[config.mk]
export PLATFORM = sky130hd
export DESIGN_NAME = fsm_seq_detect
export DESIGN_NICKNAME = d
export VERILOG_FILES = /design/src/rtl/fsm_seq_pkg.sv /design/src/rtl/fsm_seq_window.sv /design/src/rtl/fsm_seq_detect.sv
export SDC_FILE = /design/constraint.sdc
export NUM_CORES = 1
export LEC_CHECK = 0
export CAP_MARGIN = 20
export CELL_PAD_IN_SITES_DETAIL_PLACEMENT = 0
export CELL_PAD_IN_SITES_GLOBAL_PLACEMENT = 2
export CORE_ASPECT_RATIO = 1.2
export CORE_MARGIN = 2
export CORE_UTILIZATION = 37
export DETAILED_ROUTE_END_ITERATION = 6
export DONT_BUFFER_PORTS = 1
export PLACE_DENSITY = 0.84
export SYNTH_ARGS = -nofsm -noshare
export SYNTH_HDL_FRONTEND = slang
export SYNTH_SLANG_ARGS = --single-unit
[constraint.sdc]
create_clock -name clk_i -period 1.61 [get_ports clk_i]
set_input_delay 0.161 -clock clk_i [delete_from_list [all_inputs] [get_ports clk_i]]
set_output_delay 0.161 -clock clk_i [all_outputs]
set_load 0.02 [all_outputs]
[src/rtl/fsm_seq_pkg.sv]
// Shared definitions for the programmable sequence detector: FSM state
// encodings and the width helper used to size the history fill counter.
package fsm_seq_pkg;

  typedef enum logic {
    S_UNCFG = 1'b0,
    S_RUN   = 1'b1
  } state_t;

  // Ceiling log2 (value >= 2), used as clog2(SEQ_LEN+1) so that the fill
  // counter can hold every value from 0 up to SEQ_LEN inclusive.
  function automatic int clog2(input int value);
    int w;
    w = 0;
    for (int v = value - 1; v > 0; v = v >> 1) begin
      w++;
    end
    return w;
  endfunction

endpackage : fsm_seq_pkg

[src/rtl/fsm_seq_window.sv]
// History window for the sequence detector: the last SEQ_LEN accepted symbols
// (symbol 0 = oldest, in the low bits) plus a fill counter that saturates at
// SEQ_LEN. Flush clears only the fill count; window contents are left as-is
// because nothing compares against them until the window has refilled.
module fsm_seq_window
  import fsm_seq_pkg::*;
#(
  parameter int DATA_W  = 4,
  parameter int SEQ_LEN = 4,
  parameter int FILL_W  = clog2(SEQ_LEN + 1)
) (
  input  logic                      clk_i,
  input  logic                      rst_i,
  input  logic                      shift_i,
  input  logic                      flush_i,
  input  logic [DATA_W-1:0]         data_i,
  output logic [SEQ_LEN*DATA_W-1:0] window_o,
  output logic [FILL_W-1:0]         fill_o
);

  localparam logic [FILL_W-1:0] FILL_MAX = FILL_W'(SEQ_LEN);

  // Shift the accepted symbol in at the newest end and track how full we are.
  // NOTE: the window is a register array, but it is still reset so that its
  // power-up contents are a defined zero rather than whatever the flops hold.
  always_ff @(posedge clk_i) begin
    if (rst_i) begin
      // NOTE: sequential state is always written with <= so every flop
      // samples the pre-edge values, regardless of statement order.
      window_o <= '0;
      fill_o   <= '0;
    end else begin
      if (shift_i) begin
        window_o <= {data_i, window_o[SEQ_LEN*DATA_W-1:DATA_W]};
      end
      if (flush_i) begin
        fill_o <= '0;
      end else if (shift_i && (fill_o != FILL_MAX)) begin
        fill_o <= fill_o + 1'b1;
      end
    end
  end

endmodule : fsm_seq_window

[src/rtl/fsm_seq_detect.sv]
// Runtime-programmable sequence detector with per-symbol don't-care masking,
// overlapping / non-overlapping match modes and a registered one-cycle
// found_o pulse. Optional saturating match counter enabled by defining
// FSM_SEQ_CNT_EN; without it match_cnt_o is tied to zero.
module fsm_seq_detect
  import fsm_seq_pkg::*;
#(
  parameter int DATA_W  = 4,
  parameter int SEQ_LEN = 4,
  parameter int CNT_W   = 16
) (
  input  logic                      clk_i,
  input  logic                      rst_i,
  input  logic                      cfg_load_i,
  input  logic [SEQ_LEN*DATA_W-1:0] cfg_pattern_i,
  input  logic [SEQ_LEN-1:0]        cfg_mask_i,
  input  logic                      cfg_overlap_i,
  input  logic                      valid_i,
  input  logic [DATA_W-1:0]         data_i,
  input  logic                      cnt_clr_i,
  output logic                      armed_o,
  output logic                      found_o,
  output logic [CNT_W-1:0]          match_cnt_o
);

  localparam int FILL_W = clog2(SEQ_LEN + 1);
  localparam logic [FILL_W-1:0] FILL_LAST = FILL_W'(SEQ_LEN - 1);

  state_t                      state_q;
  logic [SEQ_LEN*DATA_W-1:0]   pattern_q;
  logic [SEQ_LEN-1:0]          mask_q;
  logic                        overlap_q;

  logic [SEQ_LEN*DATA_W-1:0]   window;
  logic [FILL_W-1:0]           fill;
  logic [SEQ_LEN*DATA_W-1:0]   candidate;
  logic                        accept;
  logic                        window_full_next;
  logic                        symbols_ok;
  logic                        hit;
  logic                        flush;

  // A load always wins over a coincident symbol, so acceptance excludes it.
  assign accept = (state_q == S_RUN) && valid_i && !cfg_load_i;

  // The window as it will look once the incoming symbol has been shifted in.
  assign candidate        = {data_i, window[SEQ_LEN*DATA_W-1:DATA_W]};
  assign window_full_next = (fill >= FILL_LAST);

  // Compare every unmasked candidate symbol against the latched pattern.
  always_comb begin
    // NOTE: give every always_comb output a default first so no path leaves
    // it unassigned, which would otherwise infer a latch.
    symbols_ok = 1'b1;
    for (int k = 0; k < SEQ_LEN; k++) begin
      if (!mask_q[k] &&
          (candidate[k*DATA_W +: DATA_W] != pattern_q[k*DATA_W +: DATA_W])) begin
        symbols_ok = 1'b0;
      end
    end
  end

  assign hit   = accept && window_full_next && symbols_ok;
  // Non-overlap mode restarts the fill after a match; a load restarts it too.
  assign flush = cfg_load_i || (hit && !overlap_q);

  fsm_seq_window #(
    .DATA_W  (DATA_W),
    .SEQ_LEN (SEQ_LEN),
    .FILL_W  (FILL_W)
  ) u_window (
    .clk_i    (clk_i),
    .rst_i    (rst_i),
    .shift_i  (accept),
    .flush_i  (flush),
    .data_i   (data_i),
    .window_o (window),
    .fill_o   (fill)
  );

  // Control FSM: configuration latching, armed flag and registered match pulse.
  always_ff @(posedge clk_i) begin
    if (rst_i) begin
      state_q   <= S_UNCFG;
      pattern_q <= '0;
      mask_q    <= '0;
      overlap_q <= 1'b0;
      armed_o   <= 1'b0;
      found_o   <= 1'b0;
    end else begin
      found_o <= hit;
      unique case (state_q)
        S_UNCFG: begin
          if (cfg_load_i) begin
            pattern_q <= cfg_pattern_i;
            mask_q    <= cfg_mask_i;
            overlap_q <= cfg_overlap_i;
            armed_o   <= 1'b1;
            state_q   <= S_RUN;
          end
        end
        S_RUN: begin
          if (cfg_load_i) begin
            pattern_q <= cfg_pattern_i;
            mask_q    <= cfg_mask_i;
            overlap_q <= cfg_overlap_i;
          end
        end
        default: state_q <= S_UNCFG;
      endcase
    end
  end

`ifdef FSM_SEQ_CNT_EN
  // Saturating match counter; counts on the same edge that raises found_o,
  // and a clear request beats a simultaneous increment.
  always_ff @(posedge clk_i) begin
    if (rst_i) begin
      match_cnt_o <= '0;
    end else if (cnt_clr_i) begin
      match_cnt_o <= '0;
    end else if (hit && (match_cnt_o != {CNT_W{1'b1}})) begin
      match_cnt_o <= match_cnt_o + 1'b1;
    end
  end
`else
  logic unused_cnt_clr;
  assign unused_cnt_clr = cnt_clr_i;
  assign match_cnt_o    = '0;
`endif

endmodule : fsm_seq_detect

Word level (Yosys, flattened, before mapping):

Cells that the tools add are included.

* input bits: 30
* bits in registers: 43
* output and inout bits: 18

* eq/ne operators: 5
* $lt $le $gt $ge: 1
* multiplexer cells: 9
* reduce and logical (&&, ||, !) cells: 19
* add/sub/neg operators: 1
* bitwise operators: 1

Operators with widths (count)
* $mux 16: 1
* $ne 4x4->1: 4
* $logic_and 1x1->1: 10
* $mux 1: 7
* $logic_not 1->1: 6
* $mux 4: 1
* $add 3x1->3 const B: 1
* $ge 3x2->1 const B: 1
* $ne 3x3->1 const B: 1
* $reduce_and 2->1: 1
* $reduce_or 2->1: 1
* $logic_or 1x1->1: 1
* $not 1->1: 1

Logic depth before layout (Yosys ltp):

Gate-level depths: netlist of run 1.

* depth in word-level cells: 10
* gate-level depth with buffers: 6
* depth with buffers taken out: 6

Cells and area by module:

A second synthesis of run 1 with hierarchy kept.

* cell total of the unflattened synthesis: 188
* area, all modules: 1933.1 um^2

Modules (own cells, without submodules)
* fsm_seq_detect: times used 1, cells each 119, area each 1163.6 um^2
* fsm_seq_window: times used 1, cells each 69, area each 769.5 um^2

Worst setup path before layout of run 1:

No wires, ideal clock.

* path kind: reg2reg
* start: register u_window.fill_o[0]
* end: register u_window.fill_o[2]
* required time: 1.498 ns
* path buffers: 0
* arrival: 1.347 ns
* library setup time: 0.112 ns
* stages on the path, launching flop included: 7
* slack: 0.151 ns
* cells stage by stage: dfxtp_1 -> ha_1 -> ha_1 -> a211o_1 -> nand2_1 -> nor4_4 -> a2111oi_1

* longest elaborated chain between the ends: 6
* elaborated cells on any way between the ends: 9

Ends and longest elaborated chain
* from (decl): line fsm_seq_window.sv:18 `output logic [FILL_W-1:0] fill_o`
* from (signal assigned): line fsm_seq_window.sv:39 `fill_o <= fill_o + 1'b1;`
* $ge 3x2->1: line fsm_seq_detect.sv:48 `assign window_full_next = (fill >= FILL_LAST);`
* $logic_and 1x1->1 (2 in a row): line fsm_seq_detect.sv:63 `assign hit = accept && window_full_next && symbols_ok;`
* $logic_and 1x1->1: line fsm_seq_detect.sv:65 `assign flush = cfg_load_i || (hit && !overlap_q);`
* $logic_or 1x1->1: line fsm_seq_detect.sv:65
* $reduce_or 2->1 (no source line)

Several ways; a longest one is shown, not always the timed one.
A chain may end at the register's enable or synchronous reset.

Worst setup path in the final report of run 1:

* start: register u_window.fill_o[1]
* end: register u_window.fill_o[1]

Same word-level chain as after synthesis.

==> results of run 1 <==
## registers in the layout, indices dropped and copies added, names as in the netlist
| signal | count |
|---|---|
| found_o | 1 |
| overlap_q | 1 |
| armed_o | 1 |
| state_q | 1 |
| u_window.window_o | 12 |
| pattern_q | 16 |
| mask_q | 4 |
| u_window.fill_o | 3 |
## stage by stage
| stage | hold slack (ns) | area (um^2) | power [mW] | worst slack [ns] | TNS (ns) |
|---|---|---|---|---|---|
| after global placement | 0.238 | 1780 | 1.22 | 0.113 | 0 |
| after floorplan | 0.243 | 1870 | 1.25 | 0.151 | 0 |
| after detailed placement | 0.240 | 1780 | 1.22 | -0.102 | -0.142 |
| final | 0.0131 | 2030 | 1.95 | 0.0377 | 0 |
| after global routing | 0.00500 | 2030 | 2.06 | -0.0200 | -0.0200 |
| after CTS | 0.000516 | 1940 | 1.97 | 0.000415 | 0 |
## routing by layer
| layer | up-vias | track usage | share of wire |
|---|---|---|---|
| met5 | - | 0 | 0 |
| met4 | 0 | 0.0540 | 0.0078 |
| met3 | 4 | 0.0490 | 0.057 |
| met2 | 39 | 0.236 | 0.52 |
| met1 | 554 | 0.163 | 0.42 |
| li1 | 603 | - | - |
## cells by family (layout without fill, tap and decap cells)
kind of cell / Yosys count / in the layout / synth area share
simple gates: 54 / 54 / 0.138
flops: 39 / 39 / 0.431
buf+inv: 29 / 19 / 0.0988
compound gates: 24 / 24 / 0.105
mux: 22 / 22 / 0.122
xor+xnor: 17 / 17 / 0.0822
fa+ha+maj: 3 / 3 / 0.0207
other cells: 1 / 16 / 0.00207
## cell usage in the layout (no fill, tap or decap), drive strengths merged
cell and count:
a2111oi 3, a211o 1, a21oi 14, a41oi 4, and3b 1, buf 4, clkbuf 8, conb 16
dfxtp 39, dlygate4sd3 3, ha 3, inv 4, mux2i 22, nand2 25, nand3b 1, nor2 25
nor3b 1, nor4 1, o21a 1, o21ai 1, xnor2 17
## power groups by stage
| stage | clock network (mW) | registers, mW | logic [mW] |
|---|---|---|---|
| finish | 0.710 | 1.04 | 0.201 |
| global route | 0.795 | 1.04 | 0.222 |
| CTS | 0.738 | 1.04 | 0.193 |
| detailed placement | 0 | 1.06 | 0.164 |
| global placement | 0 | 1.06 | 0.162 |
| floorplan | 0 | 1.05 | 0.205 |
## final cells by class
| cell class | instances | area [um^2] |
|---|---|---|
| tap | 58 | 72.6 |
| sequential | 39 | 786 |
| fill | 466 | 2630 |
| inverter | 4 | 15.0 |
| multi-input combinational | 136 | 985 |
| timing repair buffer | 7 | 72.6 |
| clock buffer | 8 | 100 |
## repair_timing
item                                    CTS  global route
hold buffers                              3             1
endpoints found under the hold margin    39             1
resized for setup                         4            12
setup buffers                             0             2
pin swaps                                 1             5
cloned                                    0             0
endpoints found under the setup margin    3             4
## worst max path at each step
| stage | slack, ns | from | cells after the start | end |
|---|---|---|---|---|
| detailed placement | -0.10 | u_window.fill_o[0]$_SDFFE_PP0P_ | 6 | u_window.fill_o[2]$_SDFFE_PP0P_ |
| finish | 0.04 | u_window.fill_o[1]$_SDFFE_PP0P_ | 6 | u_window.fill_o[1]$_SDFFE_PP0P_ |
| floorplan | 0.15 | u_window.fill_o[0]$_SDFFE_PP0P_ | 6 | u_window.fill_o[2]$_SDFFE_PP0P_ |
| CTS | 0.0004 | u_window.fill_o[0]$_SDFFE_PP0P_ | 6 | u_window.fill_o[2]$_SDFFE_PP0P_ |
| global placement | 0.11 | u_window.fill_o[0]$_SDFFE_PP0P_ | 6 | u_window.fill_o[2]$_SDFFE_PP0P_ |
| global route | -0.02 | pattern_q[7]$_SDFFE_PP0P_ | 4 | found_o$_SDFF_PP0_ |
==> impl_metrics.tcl, run 1 <==
set metrics [dict create \
    portBuffers 0 \
    path_cells "ha_4, ha_4, a211o_1, nand2_2, nor4_4, a2111oi_2" \
    clk_latency_ns 0.28 \
    cpPeakStageDelay_ns 0.38 \
    synth_cells 189 \
    start_util 0.388 \
    synth_edf_count 0 \
    arrival_ns 1.74 \
    status "complete, no violations" \
    syn2layout_area_growth_pct 12.2 \
    ff2ff_path_depth 6 \
    dp_hpwl_mm 2.39 \
    fin_util 0.436 \
    drive_above_1_share 0.160 \
    yosys.cell_types.count 24 \
    overflow 0 \
    p_sw_mw 0.467 \
    place_inst 238 \
    grt_max_degree 40 \
    async_reset_ff_frac 0 \
    synth_most_common_cell "dfxtp_1" \
    first_pass_iters 5 \
    hold_end "u_window.window_o[12]$_SDFFE_PP0P_" \
    ir_worst_vdd_uv 581 \
    ys_seq_area_frac 0.431 \
    worstSetupStartpointType "flop" \
    finalNonFillerCells 252 \
    cp-end-kind "flop" \
    setup_viol 0 \
    synth.top_cells.by_area "dfxtp_1 (43%), mux2i_1 (12%), xnor2_1 (8.2%)" \
    reg2reg_slack_ns 0.04 \
    seq_power_share 0.532 \
    drc_errors 0 \
    clock_sinks 39 \
    clock.fmax_ghz 0.636 \
    synthFlopType "dfxtp_1" \
    nNetsFinal 226 \
    antennaDiodeCount 0 \
    drt-total-wl_mm 3.48 \
    viasPerCell 4.76 \
    intPower_mw 1.48 \
    yosys-top-cells-count "dfxtp_1 (39), nand2_1 (25), nor2_1 (25), mux2i_1 (22), xnor2_1 (17)" \
    p_leak_nw 0.765 \
    synth_largest_area_cell "dfxtp_1" \
    die_x_um 67.9 \
    antenna_found_initial 0 \
    hold_class "in -> reg" \
    hold_violations 0 \
    synth_top_cell_area_share 0.431 \
    worstSetupPathType "reg -> reg" \
    critPathRequiredTime_ns 1.78 \
    p_per_area_nw_per_um2 960 \
    gp_congestion 0.676 \
    wl_per_cell_um 13.8 \
    num_rows 27 \
    critPathSlowestCell "a2111oi_2" \
    die_area_um2 5470 \
    clk_pin_slew_worst_paths_ns 0.07 \
    path_buf_inv 0 \
    cpMostUsedCell "ha_4" \
    grt_pass1_vias 1204 \
    final-max-slew-violation-count 0 \
    finalClockSkew_ns 0.00641 \
    critPathTopFamily "compound AO/OA/AOI/OAI gates" \
    synth_seq_cells 39 \
    finalCritPeriodShare 0.977 \
    p_sw_frac 0.239 \
    yosysWarnings 0 \
    cp_max_fo 4 \
    pwr-share-comb 0.103 \
    worstHoldStart "data_i[0]" \
    cts_buffers 5 \
    grt_pass1_wl_mm 5.69 \
    root_buffer "clkbuf_8" \
    power_frac_clock 0.365 \
    cts_tree "built" \
    period_minus_slack_ns 1.57 \
    detail-route-antenna-nets 0 \
    ioPinCount 48 \
    vias 1200 \
    timing.rr.end "u_window.fill_o[1]$_SDFFE_PP0P_" \
    syn_area_um2 1810 \
    avgSynthCellArea_um2 9.58 \
    fp.dieH_um 80.6 \
    htreeDepth 2 \
    grt_usage 0.141 \
    coreArea_um2 4660 \
    cts_buffer_depth 2 \
    whs_path_depth 2 \
    drt_iter0_drc 59 \
    timing.rr.start "u_window.fill_o[1]$_SDFFE_PP0P_" \
    drv_cap 0 \
]
(Power assumes the default switching activity.)
==> run 2, diff against run 1 <==
--- a/config.mk
+++ b/config.mk
@@ -6,14 +6,12 @@
 export NUM_CORES = 1
 export LEC_CHECK = 0
 export CAP_MARGIN = 20
-export CELL_PAD_IN_SITES_DETAIL_PLACEMENT = 0
-export CELL_PAD_IN_SITES_GLOBAL_PLACEMENT = 2
 export CORE_ASPECT_RATIO = 1.2
 export CORE_MARGIN = 2
-export CORE_UTILIZATION = 37
+export CORE_UTILIZATION = 45
 export DETAILED_ROUTE_END_ITERATION = 6
 export DONT_BUFFER_PORTS = 1
-export PLACE_DENSITY = 0.84
+export PLACE_DENSITY = 0.67
 export SYNTH_ARGS = -nofsm -noshare
 export SYNTH_HDL_FRONTEND = slang
 export SYNTH_SLANG_ARGS = --single-unit
==> run 2 against run 1 <==
  * Final cell count down 1.6%
  * Non-clock buffer count unchanged
  * Global-route usage up 1.5 points
  * Critical path depth unchanged
  * Maximum frequency up 2.4%
  * Combinational power about the same
  * Clock-buffer cell count down 2
  * Clock power down 10%
  * Worst hold slack about the same
  * Setup slack better by 0.037 ns
  * Register-to-register slack better by 0.04 ns
  * First-iteration DRC count down 71%
  * Largest power group unchanged
  * Highest routed layer unchanged
==> impl_metrics.tcl, run 2 (synthesis results as in run 1) <==
set metrics [dict create \
    num_rows 25 \
    rsz0062_at_grt "yes" \
    drt-total-wl_mm 3.13 \
    grt_max_degree 40 \
    critPathRequiredTime_ns 1.81 \
    drt_iter0_drc 17 \
    cp-end-kind "flop" \
    grt_usage 0.157 \
    nNetsFinal 226 \
    start_util 0.463 \
    setup_viol 0 \
    cp_max_fo 4 \
    p_leak_nw 0.747 \
    htreeDepth 2 \
    clock.fmax_ghz 0.651 \
    dp_hpwl_mm 2.14 \
    place_area_um2 1780 \
    drv_cap 0 \
    finalClockSkew_ns 0.00361 \
    grt_pass1_wl_mm 5.12 \
    first_pass_iters 2 \
    largestRegisters "pattern_q (16), u_window.window_o (12), mask_q (4)" \
    grt_pass1_vias 1121 \
    cts_buffer_depth 2 \
    final_area_um2 1960 \
    gp_congestion 0.730 \
    dp_slack_ns 0.0512 \
    portBuffers 0 \
    p_per_area_nw_per_um2 953 \
    period_minus_slack_ns 1.54 \
    hold_class "in -> reg" \
    clock_sinks 39 \
    die_area_um2 4550 \
    drc_errors 0 \
    die_x_um 61.9 \
    drive_above_1_share 0.124 \
    viasPerCell 4.87 \
    worstSetupStartpointType "flop" \
    wl_per_cell_um 12.6 \
    coreArea_um2 3910 \
    finalCritPeriodShare 0.953 \
    final_cell_mix "dfxtp_1 (38), nor2_1 (25), nand2_1 (24)" \
    antenna_found_initial 0 \
    final_common_cell "dfxtp_1" \
    final-max-slew-violation-count 0 \
    clk_latency_ns 0.29 \
    finalNonFillerCells 248 \
    ir_worst_vdd_uv 525 \
    hold_violations 0 \
    cts_tree "built" \
    clk_pin_slew_worst_paths_ns 0.07 \
    detail-route-antenna-nets 0 \
    ioPinCount 48 \
    place_inst 234 \
    status "complete, no violations" \
    root_buffer "clkbuf_8" \
    syn2layout_area_growth_pct 8.36 \
    vias 1207 \
    antennaDiodeCount 0 \
    arrival_ns 1.73 \
    fin_util 0.502 \
    fp.dieH_um 73.5 \
    layout_setup_ws_ns 0.0749 \
    cts_buffers 5 \
    worstSetupPathType "reg -> reg" \
    overflow 0 \
    largest_reg_flops 16 \
    top_register "pattern_q" \
]
-- run 2: critical path, stage by stage (launching register included) --
cell,delay (ns)
dfxtp_4,0.36
ha_2,0.17
ha_1,0.17
a211o_1,0.25
nand2_2,0.08
nor4_4,0.05
a2111oi_2,0.35
-- run 2: timing repair --
action / CTS / global route
setup endpoints to repair: 0 / 4
hold endpoints to repair: 39 / 0
hold buffers: 5 / 0
resized for setup: 0 / 8
setup buffers: 0 / 1
-- run 2: stage by stage --
stage	hold slack [ns]	TNS [ns]	power (mW)
after floorplan	0.243	0	1.25
after global placement	0.235	0	1.22
after detailed placement	0.239	0	1.22
after CTS	0.00185	0	1.90
after global routing	0.00472	-0.0645	1.96
final	0.0134	0	1.87
-- run 2: layout make-up --
cell class                 count  area [um^2]
fill                         375         1950
multi-input combinational    136          935
sequential                    39          785
timing repair buffer           7         75.1
clock buffer                   6         72.6
tap                           54         67.6
inverter                       4         15.0
clock inverter                 2         12.5
-- run 2: final timing paths --
kind,slack [ns],from,end,cells after the start
hold reg to reg,0.47,u_window.window_o[5]$_SDFFE_PP0P_,u_window.window_o[5]$_SDFFE_PP0P_,2
setup / recovery,0.07,u_window.fill_o[0]$_SDFFE_PP0P_,u_window.fill_o[1]$_SDFFE_PP0P_,6
setup reg to reg,0.07,u_window.fill_o[0]$_SDFFE_PP0P_,u_window.fill_o[1]$_SDFFE_PP0P_,6
hold / removal,0.01,cfg_pattern_i[2],pattern_q[2]$_SDFFE_PP0P_,2
-- run 2: routing by layer --
metal  track usage  part of all wire  up-vias
met3        0.0423             0.049       12
met2         0.240              0.50       34
met1         0.187              0.41      558
met4         0.104             0.038        0
met5             0                 0        -
li1              -                 -      603
-- run 2: power by group --
part           internal [mW]  leakage [nW]  switching, mW
logic                 0.0867         0.386          0.112
registers               1.00         0.320         0.0320
clock network          0.302        0.0412          0.335
total                   1.39         0.747          0.479
